File: src/rtl/loom_axi4_addr_demux.sv
// 1-to-2 AXI4 address demux: in-window AW/AR go to m0, misses go to m1 (DECERR slave).
// Optional miss counters are enabled with LOOM_AXI4_DEMUX_STATS_EN.
module loom_axi4_addr_demux #(
  parameter int unsigned ID_WIDTH   = 4,
  parameter int unsigned DATA_WIDTH = 128,
  parameter logic [63:0] ADDR_BASE  = 64'h0,
  parameter logic [63:0] ADDR_MASK  = 64'hFFFF_FFFF_F000_0000
) (
  input  logic                    clk_i,
  input  logic                    rst_ni,
`ifdef LOOM_AXI4_DEMUX_STATS_EN
  output logic [15:0]             err_wr_cnt_o,
  output logic [15:0]             err_rd_cnt_o,
`endif
  // Slave side
  input  logic [ID_WIDTH-1:0]     s_axi_awid,
  input  logic [63:0]             s_axi_awaddr,
  input  logic [7:0]              s_axi_awlen,
  input  logic [2:0]              s_axi_awsize,
  input  logic [1:0]              s_axi_awburst,
  input  logic                    s_axi_awlock,
  input  logic [3:0]              s_axi_awcache,
  input  logic [2:0]              s_axi_awprot,
  input  logic                    s_axi_awvalid,
  output logic                    s_axi_awready,
  input  logic [DATA_WIDTH-1:0]   s_axi_wdata,
  input  logic [DATA_WIDTH/8-1:0] s_axi_wstrb,
  input  logic                    s_axi_wlast,
  input  logic                    s_axi_wvalid,
  output logic                    s_axi_wready,
  output logic [ID_WIDTH-1:0]     s_axi_bid,
  output logic [1:0]              s_axi_bresp,
  output logic                    s_axi_bvalid,
  input  logic                    s_axi_bready,
  input  logic [ID_WIDTH-1:0]     s_axi_arid,
  input  logic [63:0]             s_axi_araddr,
  input  logic [7:0]              s_axi_arlen,
  input  logic [2:0]              s_axi_arsize,
  input  logic [1:0]              s_axi_arburst,
  input  logic                    s_axi_arlock,
  input  logic [3:0]              s_axi_arcache,
  input  logic [2:0]              s_axi_arprot,
  input  logic                    s_axi_arvalid,
  output logic                    s_axi_arready,
  output logic [ID_WIDTH-1:0]     s_axi_rid,
  output logic [DATA_WIDTH-1:0]   s_axi_rdata,
  output logic [1:0]              s_axi_rresp,
  output logic                    s_axi_rlast,
  output logic                    s_axi_rvalid,
  input  logic                    s_axi_rready,
  // Master 0: in-window target
  output logic [ID_WIDTH-1:0]     m0_axi_awid,
  output logic [63:0]             m0_axi_awaddr,
  output logic [7:0]              m0_axi_awlen,
  output logic [2:0]              m0_axi_awsize,
  output logic [1:0]              m0_axi_awburst,
  output logic                    m0_axi_awlock,
  output logic [3:0]              m0_axi_awcache,
  output logic [2:0]              m0_axi_awprot,
  output logic                    m0_axi_awvalid,
  input  logic                    m0_axi_awready,
  output logic [DATA_WIDTH-1:0]   m0_axi_wdata,
  output logic [DATA_WIDTH/8-1:0] m0_axi_wstrb,
  output logic                    m0_axi_wlast,
  output logic                    m0_axi_wvalid,
  input  logic                    m0_axi_wready,
  input  logic [ID_WIDTH-1:0]     m0_axi_bid,
  input  logic [1:0]              m0_axi_bresp,
  input  logic                    m0_axi_bvalid,
  output logic                    m0_axi_bready,
  output logic [ID_WIDTH-1:0]     m0_axi_arid,
  output logic [63:0]             m0_axi_araddr,
  output logic [7:0]              m0_axi_arlen,
  output logic [2:0]              m0_axi_arsize,
  output logic [1:0]              m0_axi_arburst,
  output logic                    m0_axi_arlock,
  output logic [3:0]              m0_axi_arcache,
  output logic [2:0]              m0_axi_arprot,
  output logic                    m0_axi_arvalid,
  input  logic                    m0_axi_arready,
  input  logic [ID_WIDTH-1:0]     m0_axi_rid,
  input  logic [DATA_WIDTH-1:0]   m0_axi_rdata,
  input  logic [1:0]              m0_axi_rresp,
  input  logic                    m0_axi_rlast,
  input  logic                    m0_axi_rvalid,
  output logic                    m0_axi_rready,
  // Master 1: error slave
  output logic [ID_WIDTH-1:0]     m1_axi_awid,
  output logic [63:0]             m1_axi_awaddr,
  output logic [7:0]              m1_axi_awlen,
  output logic [2:0]              m1_axi_awsize,
  output logic [1:0]              m1_axi_awburst,
  output logic                    m1_axi_awlock,
  output logic [3:0]              m1_axi_awcache,
  output logic [2:0]              m1_axi_awprot,
  output logic                    m1_axi_awvalid,
  input  logic                    m1_axi_awready,
  output logic [DATA_WIDTH-1:0]   m1_axi_wdata,
  output logic [DATA_WIDTH/8-1:0] m1_axi_wstrb,
  output logic                    m1_axi_wlast,
  output logic                    m1_axi_wvalid,
  input  logic                    m1_axi_wready,
  input  logic [ID_WIDTH-1:0]     m1_axi_bid,
  input  logic [1:0]              m1_axi_bresp,
  input  logic                    m1_axi_bvalid,
  output logic                    m1_axi_bready,
  output logic [ID_WIDTH-1:0]     m1_axi_arid,
  output logic [63:0]             m1_axi_araddr,
  output logic [7:0]              m1_axi_arlen,
  output logic [2:0]              m1_axi_arsize,
  output logic [1:0]              m1_axi_arburst,
  output logic                    m1_axi_arlock,
  output logic [3:0]              m1_axi_arcache,
  output logic [2:0]              m1_axi_arprot,
  output logic                    m1_axi_arvalid,
  input  logic                    m1_axi_arready,
  input  logic [ID_WIDTH-1:0]     m1_axi_rid,
  input  logic [DATA_WIDTH-1:0]   m1_axi_rdata,
  input  logic [1:0]              m1_axi_rresp,
  input  logic                    m1_axi_rlast,
  input  logic                    m1_axi_rvalid,
  output logic                    m1_axi_rready
);

  typedef enum logic [1:0] {WrIdle, WrData, WrResp} wr_state_e;
  typedef enum logic       {RdIdle, RdData} rd_state_e;

  wr_state_e wr_state_q, wr_state_d;
  rd_state_e rd_state_q, rd_state_d;
  logic      wr_sel_q, wr_sel_d, rd_sel_q, rd_sel_d;
  logic      aw_miss, ar_miss;

  assign aw_miss = (s_axi_awaddr & ADDR_MASK) != ADDR_BASE;
  assign ar_miss = (s_axi_araddr & ADDR_MASK) != ADDR_BASE;

  // Payloads fan out to both masters unconditionally; only valids are steered.
  assign {m0_axi_awid, m0_axi_awaddr, m0_axi_awlen, m0_axi_awsize, m0_axi_awburst,
          m0_axi_awlock, m0_axi_awcache, m0_axi_awprot} =
         {s_axi_awid, s_axi_awaddr, s_axi_awlen, s_axi_awsize, s_axi_awburst,
          s_axi_awlock, s_axi_awcache, s_axi_awprot};
  assign {m1_axi_awid, m1_axi_awaddr, m1_axi_awlen, m1_axi_awsize, m1_axi_awburst,
          m1_axi_awlock, m1_axi_awcache, m1_axi_awprot} =
         {s_axi_awid, s_axi_awaddr, s_axi_awlen, s_axi_awsize, s_axi_awburst,
          s_axi_awlock, s_axi_awcache, s_axi_awprot};
  assign {m0_axi_arid, m0_axi_araddr, m0_axi_arlen, m0_axi_arsize, m0_axi_arburst,
          m0_axi_arlock, m0_axi_arcache, m0_axi_arprot} =
         {s_axi_arid, s_axi_araddr, s_axi_arlen, s_axi_arsize, s_axi_arburst,
          s_axi_arlock, s_axi_arcache, s_axi_arprot};
  assign {m1_axi_arid, m1_axi_araddr, m1_axi_arlen, m1_axi_arsize, m1_axi_arburst,
          m1_axi_arlock, m1_axi_arcache, m1_axi_arprot} =
         {s_axi_arid, s_axi_araddr, s_axi_arlen, s_axi_arsize, s_axi_arburst,
          s_axi_arlock, s_axi_arcache, s_axi_arprot};
  assign {m0_axi_wdata, m0_axi_wstrb, m0_axi_wlast} = {s_axi_wdata, s_axi_wstrb, s_axi_wlast};
  assign {m1_axi_wdata, m1_axi_wstrb, m1_axi_wlast} = {s_axi_wdata, s_axi_wstrb, s_axi_wlast};

  assign s_axi_bid   = wr_sel_q ? m1_axi_bid   : m0_axi_bid;
  assign s_axi_bresp = wr_sel_q ? m1_axi_bresp : m0_axi_bresp;
  assign s_axi_rid   = rd_sel_q ? m1_axi_rid   : m0_axi_rid;
  assign s_axi_rdata = rd_sel_q ? m1_axi_rdata : m0_axi_rdata;
  assign s_axi_rresp = rd_sel_q ? m1_axi_rresp : m0_axi_rresp;
  assign s_axi_rlast = rd_sel_q ? m1_axi_rlast : m0_axi_rlast;

  always_ff @(posedge clk_i or negedge rst_ni) begin
    if (!rst_ni) begin
      wr_state_q <= WrIdle;
      rd_state_q <= RdIdle;
      wr_sel_q   <= 1'b0;
      rd_sel_q   <= 1'b0;
    end else begin
      wr_state_q <= wr_state_d;
      rd_state_q <= rd_state_d;
      wr_sel_q   <= wr_sel_d;
      rd_sel_q   <= rd_sel_d;
    end
  end

  // Handshake outputs are gated by rst_ni so nothing leaks while reset is held.
  always_comb begin
    wr_state_d     = wr_state_q;
    wr_sel_d       = wr_sel_q;
    m0_axi_awvalid = 1'b0;
    m1_axi_awvalid = 1'b0;
    s_axi_awready  = 1'b0;
    m0_axi_wvalid  = 1'b0;
    m1_axi_wvalid  = 1'b0;
    s_axi_wready   = 1'b0;
    s_axi_bvalid   = 1'b0;
    m0_axi_bready  = 1'b0;
    m1_axi_bready  = 1'b0;
    if (rst_ni) begin
      unique case (wr_state_q)
        WrIdle: begin
          m0_axi_awvalid = s_axi_awvalid & ~aw_miss;
          m1_axi_awvalid = s_axi_awvalid & aw_miss;
          s_axi_awready  = aw_miss ? m1_axi_awready : m0_axi_awready;
          if (s_axi_awvalid && s_axi_awready) begin
            wr_sel_d   = aw_miss;
            wr_state_d = WrData;
          end
        end
        WrData: begin
          m0_axi_wvalid = s_axi_wvalid & ~wr_sel_q;
          m1_axi_wvalid = s_axi_wvalid & wr_sel_q;
          s_axi_wready  = wr_sel_q ? m1_axi_wready : m0_axi_wready;
          if (s_axi_wvalid && s_axi_wready && s_axi_wlast) wr_state_d = WrResp;
        end
        WrResp: begin
          s_axi_bvalid  = wr_sel_q ? m1_axi_bvalid : m0_axi_bvalid;
          m0_axi_bready = s_axi_bready & ~wr_sel_q;
          m1_axi_bready = s_axi_bready & wr_sel_q;
          if (s_axi_bvalid && s_axi_bready) wr_state_d = WrIdle;
        end
        default: wr_state_d = WrIdle;
      endcase
    end
  end

  always_comb begin
    rd_state_d     = rd_state_q;
    rd_sel_d       = rd_sel_q;
    m0_axi_arvalid = 1'b0;
    m1_axi_arvalid = 1'b0;
    s_axi_arready  = 1'b0;
    s_axi_rvalid   = 1'b0;
    m0_axi_rready  = 1'b0;
    m1_axi_rready  = 1'b0;
    if (rst_ni) begin
      unique case (rd_state_q)
        RdIdle: begin
          m0_axi_arvalid = s_axi_arvalid & ~ar_miss;
          m1_axi_arvalid = s_axi_arvalid & ar_miss;
          s_axi_arready  = ar_miss ? m1_axi_arready : m0_axi_arready;
          if (s_axi_arvalid && s_axi_arready) begin
            rd_sel_d   = ar_miss;
            rd_state_d = RdData;
          end
        end
        RdData: begin
          s_axi_rvalid  = rd_sel_q ? m1_axi_rvalid : m0_axi_rvalid;
          m0_axi_rready = s_axi_rready & ~rd_sel_q;
          m1_axi_rready = s_axi_rready & rd_sel_q;
          if (s_axi_rvalid && s_axi_rready && s_axi_rlast) rd_state_d = RdIdle;
        end
        default: rd_state_d = RdIdle;
      endcase
    end
  end

`ifdef LOOM_AXI4_DEMUX_STATS_EN
  logic [15:0] err_wr_cnt_q, err_rd_cnt_q;
  logic        aw_err_hs, ar_err_hs;

  assign aw_err_hs = s_axi_awvalid & s_axi_awready & aw_miss;
  assign ar_err_hs = s_axi_arvalid & s_axi_arready & ar_miss;

  always_ff @(posedge clk_i or negedge rst_ni) begin
    if (!rst_ni) begin
      err_wr_cnt_q <= 16'h0;
      err_rd_cnt_q <= 16'h0;
    end else begin
      if (aw_err_hs && err_wr_cnt_q != 16'hFFFF) err_wr_cnt_q <= err_wr_cnt_q + 16'h1;
      if (ar_err_hs && err_rd_cnt_q != 16'hFFFF) err_rd_cnt_q <= err_rd_cnt_q + 16'h1;
    end
  end

  assign err_wr_cnt_o = err_wr_cnt_q;
  assign err_rd_cnt_o = err_rd_cnt_q;
`endif

endmodule
File: config.mk
export PLATFORM = sky130hd
export DESIGN_NAME = loom_axi4_addr_demux
export DESIGN_NICKNAME = d
export VERILOG_FILES = /design/src/rtl/loom_axi4_addr_demux.sv
export SDC_FILE = /design/constraint.sdc
export NUM_CORES = 1
export LEC_CHECK = 0
export BUFFER_PORTS_ARGS = -buffer_cell sky130_fd_sc_hd__buf_2
export CAP_MARGIN = 20
export CORE_AREA = 2 2 550 552
export DETAILED_ROUTE_END_ITERATION = 10
export DIE_AREA = 0 0 552 554
export PLACE_DENSITY = 0.3
export SLEW_MARGIN = 30
export SYNTH_ARGS = -nofsm -noshare
export SYNTH_HDL_FRONTEND = slang
export SYNTH_SLANG_ARGS = --single-unit
File: constraint.sdc
create_clock -name clk_i -period 1.25 [get_ports clk_i]
set_input_delay 0.0625 -clock clk_i [delete_from_list [all_inputs] [get_ports clk_i]]
set_output_delay 0.0625 -clock clk_i [all_outputs]
set_load 0.005 [all_outputs]
==> out/results.tsv <==
metric	value	unit
clk root buf	clkbuf_16	
Nets	1665	
fmax	449	MHz
clock sink count	5	
commonest non-fill, non-tap cell in the layout	buf_2	
post-synthesis sequential area ratio	1.75	%
most frequent cells in the layout	518 x buf_2, 157 x buf_6, 140 x mux2_4	
layout cells sized above 1	95.4	%
Synth warnings	0	
largest net degree at the start of global routing	8	
area grow syn2layout	98.1	%
first-pass GRT wire length	218000	um
Setup Skew	0.000156	ns
Slew Limit Headroom	63.4	%
row cnt	201	
Synth Cell Area	0.00714	mm2
Die ar.	0.306	mm2
total power draw	13.3	mW
post-DR vias/cell	1.64	
gr ovfl total	0	
Critical Path Start Type	primary input	
RSZ-0062 raised after global routing	yes	
top_reg_cell synth	dfrtp_1	
Worst-Margin Slew	0.548	ns
CP startpoint	s_axi_araddr[61]	
Fin. Hold Viols	0	
Lkg Pwr	5.53	nW
worst ir drop on vdd	0.574	mV
Min-Delay Path Class	in -> out	
DRT Pass-1 Iters	4	
RR Startpoint	rd_sel_q	
Worst Setup Slack, final	-0.979	ns
Design Area, Final	0.0141	mm2
final wirelength	199000	um
Post-synth EDFFs	0	
DR iter-0 viols	352	
slowest cell on the critical path	nor4_4	
CP top delay family	simple AND/OR/NAND/NOR gates	
Seq cells post-synth	5	
Yosys cell types	35	
number of global-route vias before repair	7721	
setup violators final	161	
IO Pins	1424	
minimum clock period	2.23	ns
Mapped Cells	891	
WL/cell	39.6	um
Clock Tree Buf Depth	2	
port buffer count	673	
Post-DP HPWL	189000	um
Buf+Inv Stages, Crit Path	4	
outcome	finished, violations left	
Core ar.	0.299	mm2
crit-path cells	buf_8, nor4_4, buf_4, nand4_1, buf_6, nor3_4, mux2i_1, buf_2	
Worst Path Required	1.19	ns
Initial Utilization	2.39	%
CP Max Fanout	3	
GP Congestion	0.885	
chip height	554	um
clk_lat worst skew	0.24	ns
Post-DP Area	0.0114	mm2
via count	8264	
ys async rst share	100	%
failing checks	setup timing	
Tcrit/Tclk final	178	%
Hold Path Origin	s_axi_araddr[4]	
CTS tree	yes	
antenna violations before repair	184	
CP Class	in -> out	
max-cap violations	0	
CP Data Arrival Time	2.17	ns
DIE WIDTH	552	um
fin. max-slew vios	0	
GRT Resource Usage Total	12.5	%
syn_area_per_cell	8.01	um2
DRC	0	
post-route ant nets	0	
Num CTS Buffers	3	
crit end category	output port	
critical path's largest stage delay	0.45	ns
dpl ws	-1.83	ns
syn_nets	1513	
htree depth	1	
Power Dens Cells	943	mW/mm2
## Yosys cell counts (3+ instances only)
cell type | instances | area share, %
dfrtp_1 | 5 | 1.8
mux2_1 | 142 | 22
and3_1 | 4 | 0.35
buf_2 | 13 | 0.91
buf_4 | 646 | 68
clkbuf_1 | 3 | 0.16
nand3_1 | 4 | 0.28
nor3_1 | 4 | 0.28
nor4_1 | 18 | 1.6
nand4_1 | 3 | 0.26
a21oi_1 | 4 | 0.28
mux2i_1 | 3 | 0.42
nand2_1 | 9 | 0.47
nor2_1 | 4 | 0.21
## logic make-up (layout without fill, tap and decap cells)
family	Yosys count	after routing	share of synthesized area, %
buffers and inverters	669	820	69.4
multiplexers	145	145	22.8
AND/OR/NAND/NOR	58	58	4.77
AO/OA/AOI/OAI	14	14	1.30
flip-flops	5	5	1.75
other	0	32	0
## layout make-up
type                    count  area, um2
diodes                     32       80.1
clock buffers               4       78.8
fillers                 35652     285000
inverters                   5       23.8
multi-input cells         217       2820
flip-flops and latches      5        130
well taps                3958       4950
repair buffers            811       6050
## worst paths after layout
kind / end / cells after the start / slack, ns
worst max-delay path: s_axi_arready / 8 / -0.98
worst min-delay path: m1_axi_araddr[4] / 0 / 0.13
worst max register to register: rd_state_q / 6 / -0.39
worst min register to register: wr_state_q[0] / 3 / 0.75
max in group asynchronous: rd_sel_q / 3 / 0.69
min in group asynchronous: wr_state_q[1] / 3 / 0.37
## flip-flops by register name, indices dropped and copies added, names as in the netlist
register	count
wr_state_q	2
rd_sel_q	1
rd_state_q	1
wr_sel_q	1
## stage by stage
stage	instances	TNS, ns	utilization [%]	hold WS (ns)
6_report	5032	-83.96	4.73	0.125
5_1_grt	5017	-88.92	4.71	0.125
4_1_cts	5006	-91.90	4.70	0.125
3_5_place_dp	4962	-43.32	3.82	-0.00364
3_3_place_gp	4962	-44.53	3.82	-0.000464
2_1_floorplan	891	-0.0752	-	-0.233
## metal layers
layer	routed length [um]	global-route usage [%]
met1	48900	8.99
met2	80400	18.3
met3	59200	17.4
met4	9370	4.21
met5	1360	0.594
## power by group
group          total, mW  leakage (nW)  switching, mW  internal, mW
Sequential         0.304        0.0546         0.0793         0.225
Combinational       12.5          5.44           5.56          6.91
Clock              0.550        0.0384          0.125         0.424
Total               13.3          5.53           5.77          7.56
## timing repair
action / 4_1_cts / 5_1_grt
hold endpoints to repair: 5 / 0
setup buffers: 30 / 7
resized for setup: 476 / 50
setup endpoints to repair: 161 / 161
hold buffers: 2 / 0
pin swaps: 20 / 14
gates cloned: 11 / 0
(Power assumes the default switching activity.)
